### config.mk
export PLATFORM = sky130hd
export DESIGN_NAME = cdb_arbiter
export DESIGN_NICKNAME = d
export VERILOG_FILES = /design/src/rtl/cdb_arbiter_pkg.sv /design/src/rtl/cdb_fifo.sv /design/src/rtl/cdb_arbiter.sv
export SDC_FILE = /design/constraint.sdc
export NUM_CORES = 1
export LEC_CHECK = 0
export BUFFER_PORTS_ARGS = -buffer_cell sky130_fd_sc_hd__buf_2
export CAP_MARGIN = 20
export CORE_ASPECT_RATIO = 0.8
export CORE_MARGIN = 1.5
export CORE_UTILIZATION = 36
export DETAILED_ROUTE_END_ITERATION = 12
export PLACE_DENSITY = 0.63
export RECOVER_POWER = 25
export SLEW_MARGIN = 20
export SYNTH_ARGS = -nofsm -noshare
export SYNTH_HDL_FRONTEND = slang
export SYNTH_SLANG_ARGS = --single-unit
### constraint.sdc
create_clock -name clk -period 4.8 [get_ports clk]
set_clock_uncertainty 0.1 [all_clocks]
set_input_delay 0 -clock clk [delete_from_list [all_inputs] [get_ports clk]]
set_output_delay 0 -clock clk [all_outputs]
set_load 0.05 [all_outputs]
### src/rtl/cdb_arbiter_pkg.sv
// Shared widths, source encodings and the two-way round-robin pick
// used by the common data bus arbiter.
package cdb_arbiter_pkg;

  localparam int unsigned TAG_WIDTH  = 6;
  localparam int unsigned DATA_WIDTH = 32;

  localparam logic SRC_ALU = 1'b0;
  localparam logic SRC_MEM = 1'b1;

  // Single requester wins outright; on a tie the source that did not win last time goes.
  function automatic logic rr_grant(input logic alu_v, input logic mem_v, input logic last_grant);
    logic g;
    g = SRC_ALU;
    if (alu_v && mem_v) begin
      g = ~last_grant;
    end else if (mem_v) begin
      g = SRC_MEM;
    end
    return g;
  endfunction

endpackage

### src/rtl/cdb_fifo.sv
// Synchronous result queue with head peek, occupancy count and a clear that
// empties the queue in one cycle. Push into a full queue is prevented upstream.
module cdb_fifo #(
  parameter  int unsigned DEPTH = 4,
  parameter  int unsigned WIDTH = 8,
  localparam int unsigned PTR_W = $clog2(DEPTH),
  localparam int unsigned CNT_W = PTR_W + 1
) (
  input  logic             clk,
  input  logic             rst_n,
  input  logic             clear,
  input  logic             push,
  input  logic             pop,
  input  logic [WIDTH-1:0] wdata,
  output logic [WIDTH-1:0] head,
  output logic [CNT_W-1:0] count
);

  logic [WIDTH-1:0] mem [DEPTH];
  logic [PTR_W-1:0] wr_ptr;
  logic [PTR_W-1:0] rd_ptr;

  // Pointers wrap naturally because DEPTH is a power of two.
  always_ff @(posedge clk or negedge rst_n) begin
    if (!rst_n) begin
      wr_ptr <= '0;
      rd_ptr <= '0;
      count  <= '0;
    end else if (clear) begin
      wr_ptr <= '0;
      rd_ptr <= '0;
      count  <= '0;
    end else begin
      if (push) begin
        wr_ptr <= wr_ptr + PTR_W'(1);
      end
      if (pop) begin
        rd_ptr <= rd_ptr + PTR_W'(1);
      end
      if (push && !pop) begin
        count <= count + CNT_W'(1);
      end else if (pop && !push) begin
        count <= count - CNT_W'(1);
      end
    end
  end

  // Storage needs no reset: the head is only consumed while count is non-zero.
  always_ff @(posedge clk) begin
    if (push && !clear) begin
      mem[wr_ptr] <= wdata;
    end
  end

  assign head = mem[rd_ptr];

endmodule

### src/rtl/cdb_arbiter.sv
// Shares one common data bus between the ALU and load/store result producers:
// per-source queues with empty-queue bypass, round-robin grant, registered broadcast.
module cdb_arbiter
  import cdb_arbiter_pkg::*;
#(
  parameter int unsigned DEPTH  = 4,
  parameter int unsigned TAG_W  = TAG_WIDTH,
  parameter int unsigned DATA_W = DATA_WIDTH
) (
  input  logic              clk,
  input  logic              rst,
  input  logic              rdy,
  input  logic              flush,
  input  logic              alu_en,
  input  logic [TAG_W-1:0]  alu_tag,
  input  logic [DATA_W-1:0] alu_data,
  output logic              alu_ready,
  input  logic              mem_en,
  input  logic [TAG_W-1:0]  mem_tag,
  input  logic [DATA_W-1:0] mem_data,
  output logic              mem_ready,
  output logic              cdb_en,
  output logic [TAG_W-1:0]  cdb_tag,
  output logic [DATA_W-1:0] cdb_data,
  output logic              cdb_src,
  output logic              ovf
);

  localparam int unsigned CNT_W   = $clog2(DEPTH) + 1;
  localparam int unsigned ENTRY_W = TAG_W + DATA_W;

  logic [CNT_W-1:0]   alu_count;
  logic [CNT_W-1:0]   mem_count;
  logic [ENTRY_W-1:0] alu_head;
  logic [ENTRY_W-1:0] mem_head;
  logic [ENTRY_W-1:0] alu_entry;
  logic [ENTRY_W-1:0] mem_entry;
  logic [ENTRY_W-1:0] gnt_entry;

  logic active;
  logic queue_clear;
  logic alu_push;
  logic mem_push;
  logic alu_queued;
  logic mem_queued;
  logic alu_cand;
  logic mem_cand;
  logic any_grant;
  logic grant_src;
  logic alu_pop;
  logic mem_pop;
  logic alu_wr;
  logic mem_wr;
  logic drop_seen;

  logic cdb_en_q;
  logic last_grant;

  // Ready looks only at the registered count; a same-cycle pop never frees a slot.
  assign alu_ready = (alu_count < CNT_W'(DEPTH));
  assign mem_ready = (mem_count < CNT_W'(DEPTH));

  assign active      = rdy & ~flush;
  assign queue_clear = rdy & flush;

  assign alu_push = alu_en & alu_ready & active;
  assign mem_push = mem_en & mem_ready & active;

  assign alu_queued = (alu_count != '0);
  assign mem_queued = (mem_count != '0);

  // An empty queue offers the incoming result directly to the arbiter.
  assign alu_cand  = active & (alu_queued | alu_push);
  assign mem_cand  = active & (mem_queued | mem_push);
  assign alu_entry = alu_queued ? alu_head : {alu_tag, alu_data};
  assign mem_entry = mem_queued ? mem_head : {mem_tag, mem_data};

  assign any_grant = alu_cand | mem_cand;
  assign grant_src = rr_grant(alu_cand, mem_cand, last_grant);
  assign gnt_entry = (grant_src == SRC_MEM) ? mem_entry : alu_entry;

  assign alu_pop = any_grant & (grant_src == SRC_ALU) & alu_queued;
  assign mem_pop = any_grant & (grant_src == SRC_MEM) & mem_queued;

  // A bypassed result that wins the grant is broadcast without being stored.
  assign alu_wr = alu_push & (alu_queued | ~any_grant | (grant_src != SRC_ALU));
  assign mem_wr = mem_push & (mem_queued | ~any_grant | (grant_src != SRC_MEM));

  assign drop_seen = (alu_en & ~alu_ready) | (mem_en & ~mem_ready);

  cdb_fifo #(
    .DEPTH (DEPTH),
    .WIDTH (ENTRY_W)
  ) u_alu_fifo (
    .clk   (clk),
    .rst_n (rst),
    .clear (queue_clear),
    .push  (alu_wr),
    .pop   (alu_pop),
    .wdata ({alu_tag, alu_data}),
    .head  (alu_head),
    .count (alu_count)
  );

  cdb_fifo #(
    .DEPTH (DEPTH),
    .WIDTH (ENTRY_W)
  ) u_mem_fifo (
    .clk   (clk),
    .rst_n (rst),
    .clear (queue_clear),
    .push  (mem_wr),
    .pop   (mem_pop),
    .wdata ({mem_tag, mem_data}),
    .head  (mem_head),
    .count (mem_count)
  );

  // Broadcast register, round-robin history and sticky overflow flag.
  always_ff @(posedge clk or negedge rst) begin
    if (!rst) begin
      cdb_en_q   <= 1'b0;
      cdb_tag    <= '0;
      cdb_data   <= '0;
      cdb_src    <= SRC_ALU;
      last_grant <= SRC_MEM;
      ovf        <= 1'b0;
    end else if (rdy) begin
      if (flush) begin
        cdb_en_q <= 1'b0;
      end else begin
        cdb_en_q <= any_grant;
        if (any_grant) begin
          cdb_tag    <= gnt_entry[ENTRY_W-1:DATA_W];
          cdb_data   <= gnt_entry[DATA_W-1:0];
          cdb_src    <= grant_src;
          last_grant <= grant_src;
        end
        if (drop_seen) begin
          ovf <= 1'b1;
        end
      end
    end
  end

  assign cdb_en = cdb_en_q & rdy;

endmodule

==> metrics, run 1 <==
gr usage total 16.4%; vias in the first global route 8044; slew of the pin with the lowest slew margin 1050 ps; Peak Freq 292 MHz; Clock Tree Buf Depth 3; CP max stage delay 730 ps; slowest CP cell dfrtp_2; CTS Buf Count 38; fraction of registers with async set/reset 15.6%; Post-synth top cells edfxtp_1 (304), mux4_2 (76), dfrtp_1 (55); switch share 32.8%; first-pass GRT wire length 50900 µm; share of layout cells above drive strength 1 27.7%; final setup margin 1380 ps; worst reg2reg startpoint u_alu_fifo.rd_ptr[0]; Synth Flop Type edfxtp_1; Total Neg Setup Slack 0 ps; Hold WS -5.46 ps; syn_area_per_cell 18.7 µm²; # fillers 3481; Worst VDD drop 264 µV; RSZ-0062 raised after global routing no; Worst path most repeated cell dlygate4sd3_1; gpl congestion 0.818; endpoint class of the critical path register; WL met1 16400 µm; post-route ant nets 0; Iter 0 DRT Violations 767; H-tree depth 2; nets 1079; Met3 Wirelength 1840 µm; CTS sink count 360; wire length per cell 21.6 µm; Max-slew headroom 30.1%; Via density 5.19; Worst-Skew Late Latency 520 ps; Remaining Overflow, GRT 0; synthesis-to-finish area growth 22.4%; synth unique cells 51; cells after synthesis 773; Critical Path AT 3710 ps; Gate power share 27.6%; worst hold path type in2async; Clk pwr share 30.0%; Final Routed Wirelength 33600 µm; syn nets 865; Setup Buffers After CTS 0; CTS tree done; critical path peak fanout 17; Synth area leader edfxtp_1; flop-to-flop setup slack 1380 ps; worst path cell trace buf_4 -> mux4_2 -> nand3_1 -> and3_1 -> dlygate4sd3_1 -> o211ai_1 -> dlygate4sd3_1; final setup fails 0; power per cell area 540 mW/mm²; Worst Reg-to-Reg Cells 7; status finished, violations left; Post-synth EDFFs 304; total via count in the routed design 8066; Leak 0.00586 µW; routed wl met2 15000 µm; synthesis-stage register bit count 360; Final min period 3420 ps; core area 0.0395 mm²; number of max-cap violations 0; internal power 6420 µW; highest routed layer met5; Die Y 182 µm; crit start category register; top-area cell type share of the netlist area 63.2%; Buffers on Ports 124; row count 65; router iterations before antenna repair 6; largest net degree at the start of global routing 44; post-synthesis sequential area ratio 72.9%; root buffer cell clkbuf_16; Worst Setup Path Type reg2reg; Tcrit/Tclk final 71.2%; Residual DRC 0; pre-CTS worst setup slack 1870 ps; initial antenna violation count 3; final hold vios 5; YS warnings 0; Switch Pwr 3130 µW; max-slew violations 0; sequential power share 42.3%; Worst-path clk slew 60 ps; reg2reg end cdb_data[3]; Die X 227 µm; cell with the most instances after synthesis edfxtp_1; Die ar. 0.0414 mm²; Initial Utilization 36.6%; Mapped Area 0.0145 mm²; Design Power 9550 µW; IO Pins 125; dpl hpwl 22400 µm; failing checks negative hold slack; Synth area leaders edfxtp_1 (63%), mux4_2 (12%), dfrtp_1 (9.5%); CP Data Required Time 5100 ps
## metal layers
metal | global-route usage, % | vias to the layer above
li1 | - | 3574
met1 | 26.0 | 4226
met2 | 24.0 | 223
met3 | 2.50 | 39
met4 | 3.13 | 4
met5 | 0 | -
## through the flow
stage                     instances  hold slack, ps  util [%]  cell area (µm²)
after floorplan                 773            -396         -            14500
after global placement         1399            22.8      39.6            15700
after detailed placement       1399            22.7      39.6            15700
after CTS                      1552            11.9      44.9            17700
after global routing           1554            63.0      44.7            17700
final                          1554           -5.46      44.7            17700
## state kept, by name, summed over array words and instances (netlist names)
name and cells:
cdb_data 32, cdb_en_q 1, cdb_src 1, cdb_tag 6, last_grant 1, ovf 1
u_alu_fifo.count 3, u_alu_fifo.mem 152, u_alu_fifo.rd_ptr 2, u_alu_fifo.wr_ptr 2, u_mem_fifo.count 3, u_mem_fifo.mem 152
u_mem_fifo.rd_ptr 2, u_mem_fifo.wr_ptr 2
## logic make-up after synthesis
| family | share of synthesized area (%) |
|---|---|
| mux | 12.3 |
| simple gates | 4.98 |
| fa+ha+maj | 0.970 |
| buf+inv | 1.88 |
| flops | 72.9 |
| xor+xnor | 0.242 |
| compound gates | 6.81 |
## power groups by stage
stage                     Clock, µW  Sequential (µW)  Combinational [µW]
after floorplan                   0             4470                1470
after global placement            0             4110                2570
after detailed placement          0             4110                2580
after CTS                      2910             4050                2660
after global routing           3040             4100                2830
final                          2870             4050                2640
## how the worst max path moves through the flow
| stage | start | endpoint | slack (ps) | cells past startpoint |
|---|---|---|---|---|
| floorplan | u_alu_fifo.count[2] | u_alu_fifo.mem[0][0] | 2120 | 5 |
| global placement | u_alu_fifo.count[1] | u_alu_fifo.mem[1][0] | 1940 | 3 |
| detailed placement | u_alu_fifo.count[1] | u_alu_fifo.mem[1][6] | 1870 | 3 |
| CTS | u_alu_fifo.rd_ptr[0] | cdb_data[3] | 1360 | 7 |
| global route | u_alu_fifo.rd_ptr[0] | cdb_data[3] | 1140 | 7 |
| finish | u_alu_fifo.rd_ptr[0] | cdb_data[3] | 1380 | 7 |
## cell usage in the layout, fill, tap and decap left out, types with 5 or more instances in the layout
| master | instances |
|---|---|
| buf_2 | 74 |
| dfrtp_1 | 51 |
| nand2_1 | 27 |
| buf_4 | 14 |
| nand3_1 | 11 |
| o21ai_0 | 7 |
| a22oi_2 | 10 |
| inv_1 | 12 |
| clkbuf_16 | 39 |
| mux4_2 | 76 |
| edfxtp_1 | 304 |
| clkinv_2 | 8 |
| a22oi_1 | 45 |
| dlygate4sd3_1 | 83 |
| ha_1 | 8 |
| and3_2 | 5 |
| nand3_2 | 10 |
| mux2i_1 | 6 |
| or2_2 | 21 |
| a31oi_1 | 23 |
| o211ai_1 | 22 |
| clkbuf_1 | 63 |
| a21oi_1 | 6 |
| nor2_1 | 32 |
## layout make-up
cell class / instances / area [µm²] / area share, %
Sequential cell: 360 / 10500 / 59.6
Multi-Input combinational cell: 353 / 3680 / 20.8
Timing Repair Buffer: 222 / 1510 / 8.53
Clock buffer: 55 / 1070 / 6.03
Tap cell: 536 / 671 / 3.79
Clock inverter: 15 / 170 / 0.962
Inverter: 12 / 45.0 / 0.255
Antenna cell: 1 / 2.50 / 0.0142
## worst max-delay path: cells and delay by family, from the launching register on
| family | cells | cell delay (ps) |
|---|---|---|
| simple gates | 2 | 260 |
| compound gates | 1 | 80 |
| mux | 1 | 580 |
| buf+inv | 3 | 1540 |
| flops | 1 | 730 |
## what timing repair did
action / in CTS / in global routing
endpoints found under the hold margin: 388 / 0
resized for setup: 0 / 0
hold buffers: 83 / 0
No activity file was read; power rests on OpenSTA's default activity.
==> inputs of run 2 (changes only) <==
- ABC_AREA: unset -> 1
- clock period: 4.8 -> 3.2 ns (I/O delays scaled with it)
==> metrics, run 2 <==
H-tree depth 2 (unchanged); synthesis-stage register bit count 360 (unchanged); worst hold path type in2async; syn_area_per_cell 11.7 µm² (-37%); power per cell area 853 mW/mm² (+58%); gr usage total 17.5% (+1.1 points); placed inst area 0.0161 mm² (+2.9%); initial antenna violation count 0 (-3); cell area after layout 0.0181 mm² (+2.2%); Residual DRC 0 (unchanged); Worst-path clk slew 60 ps (about the same); largest net degree at the start of global routing 79 (+80%); worst path cell trace nor2_2 -> nand2_2 -> nand2_2 -> nand2_2 -> nand3_4 -> nand2_1 -> nor2_4 -> buf_4; final setup fails 0 (unchanged); most common cell after layout, fill and taps aside edfxtp_1; critical path peak fanout 38 (+21); cell with the most instances after synthesis edfxtp_1; gpl congestion 0.824 (+0.79%); row count 66 (+1.5%); worst reg2reg startpoint u_mem_fifo.count[2]; Synth area leader edfxtp_1; RSZ-0062 raised after global routing no; router iterations before antenna repair 5 (-1); syn nets 1363 (+58%); largest family of logic cells by synthesized area simple AND/OR/NAND/NOR gates; CTS tree done; crit start category register; post-route ant nets 0 (unchanged); Worst VDD drop 813 µV (+210%); mux contribution to synthesized area 0% (-12 points); Buffers on Ports 124 (unchanged); Max-slew headroom 42.8% (+13 points); Compound-Gate Fraction of Synth Area 9.96% (+3.2 points); Final Routed Wirelength 36800 µm (+9.7%); final hold vios 0 (-5); post-synthesis xor/xnor area fraction 0.118% (-0.12 points); share of layout cells above drive strength 1 13.0% (-15 points); core area 0.0407 mm² (+3.0%); Critical Path AT 2480 ps (-1230 ps); Die X 230 µm (+1.4%); slew of the pin with the lowest slew margin 857 ps (-192 ps); Initial Utilization 36.5% (-0.076 points); slowest CP cell buf_4; post_cts resized 0 (unchanged); vias in the first global route 10300 (+28%); most frequent cells in the layout edfxtp_1 (304), nand2_1 (217), nor2_1 (186), o21ai_0 (138), dlygate4sd3_1 (82); Iter 0 DRT Violations 673 (-12%); Peak Freq 413 MHz (+41%); Post-synth top cells edfxtp_1 (304), nand2_1 (218), nor2_1 (194); CTS Buf Count 35 (-7.9%); cells after synthesis 1271 (+64%); status completed; Clock Tree Buf Depth 3 (unchanged); number of max-cap violations 0 (unchanged); max-slew violations 0 (unchanged); total via count in the routed design 10300 (+28%); synthesis-to-finish area growth 21.6%; Remaining Overflow, GRT 0 (unchanged); family with the most delay on the worst path simple AND/OR/NAND/NOR gates; Worst Reg-to-Reg Cells 8 (+1); Die ar. 0.0425 mm² (+2.7%); Worst Setup Path Type reg2reg; CP Data Required Time 3260 ps (-1840 ps); Mapped Area 0.0149 mm² (+2.8%); Final min period 2420 ps (-999 ps); root buffer cell clkbuf_16; antenna cells 0 (-1); reg2reg end u_mem_fifo.mem[2][35]; # fillers 3747 (+7.6%); nets 1557 (+44%); Setup Buffers After CTS 0 (unchanged); top-area cell type share of the netlist area 61.4% (-1.7 points); synth unique cells 36 (-29%); wire length per cell 18.1 µm (-16%); Leak 0.00660 µW (+13%); YS warnings 0 (unchanged); Post-synth EDFFs 304 (unchanged); endpoint class of the critical path register; CP max stage delay 520 ps (-210 ps); Synth area leaders edfxtp_1 (61%), dfrtp_1 (9.3%), nand2_1 (5.5%); first-pass GRT wire length 57300 µm (+13%); dpl hpwl 21900 µm (-2.2%); fraction of registers with async set/reset 15.6% (unchanged); crit path buf inv count 1 (-2); IO Pins 125 (unchanged); post-synthesis adder-cell area fraction 0.943% (-0.026 points); Worst-Skew Late Latency 530 ps (about the same); CTS sink count 360 (unchanged); Core Util, Final 44.4% (-0.36 points); Via density 5.07 (-2.3%); Synth Flop Type edfxtp_1; post-synthesis sequential area ratio 70.9% (-2.0 points); Tcrit/Tclk final 75.6% (+4.4 points); Die Y 185 µm (+1.4%); Worst path most repeated cell nand2_2; top flop regs u_alu_fifo.mem (152), u_mem_fifo.mem (152), cdb_data (32); flop-to-flop setup slack 780 ps (-600 ps); simple-gate share of the synthesized area 14.3% (+9.4 points)
run 2: where the power goes:
part           internal (µW)  switching [µW]
sequential              5580             390
clock                   2520            1770
combinational           1420            3720
run 2: worst max path at each step:
stage	depth (start not counted)	slack (ps)	from	end
floorplan	9	-60	u_alu_fifo.count[1]	u_alu_fifo.mem[0][0]
global placement	8	880	u_mem_fifo.count[2]	u_mem_fifo.mem[3][35]
detailed placement	8	800	u_mem_fifo.count[2]	u_mem_fifo.mem[2][11]
CTS	8	780	u_mem_fifo.count[2]	u_mem_fifo.mem[2][35]
global route	8	640	u_mem_fifo.count[2]	u_mem_fifo.mem[2][2]
finish	8	780	u_mem_fifo.count[2]	u_mem_fifo.mem[2][35]
run 2: area by class of cell:
cell class | count | area [µm²] | area share (%)
sequential | 360 | 10500 | 58.3
tap | 544 | 681 | 3.77
multi-input combinational | 792 | 3830 | 21.2
clock buffer | 48 | 996 | 5.51
timing repair buffer | 232 | 1660 | 9.18
clock inverter | 16 | 195 | 1.08
inverter | 44 | 173 | 0.956
run 2: repair_timing:
item,4_1_cts,5_1_grt
setup endpoints to repair,0,0
hold endpoints to repair,391,0
hold buffers,82,0
run 2: routing by layer:
layer / part of all wire, % / GRT usage [%]
met4: 2.4 / 6.12
met1: 45 / 24.1
met5: 0 / 0
met2: 47 / 27.9
met3: 5.6 / 3.36
run 2: kinds of logic after synthesis:
kind of cell               count (synthesis)
xor gates and xnor gates                   2
and+or+nand+nor                          515
DFF                                      360
buffers and inverters                    119
adders and majority gates                 10
AOI/OAI and AO/OA                        265
run 2: per-stage QoR:
step	setup TNS, ps	hold WS [ps]	cells	worst slack, ps	power (µW)
floorplan	-9690	-396	1271	-63.7	9670
global placement	0	19.3	1890	882	11100
detailed placement	0	35.7	1890	798	11200
finish	0	29.5	2036	780	15400
global route	0	100	2036	643	16300
CTS	0	4.30	2036	780	15600
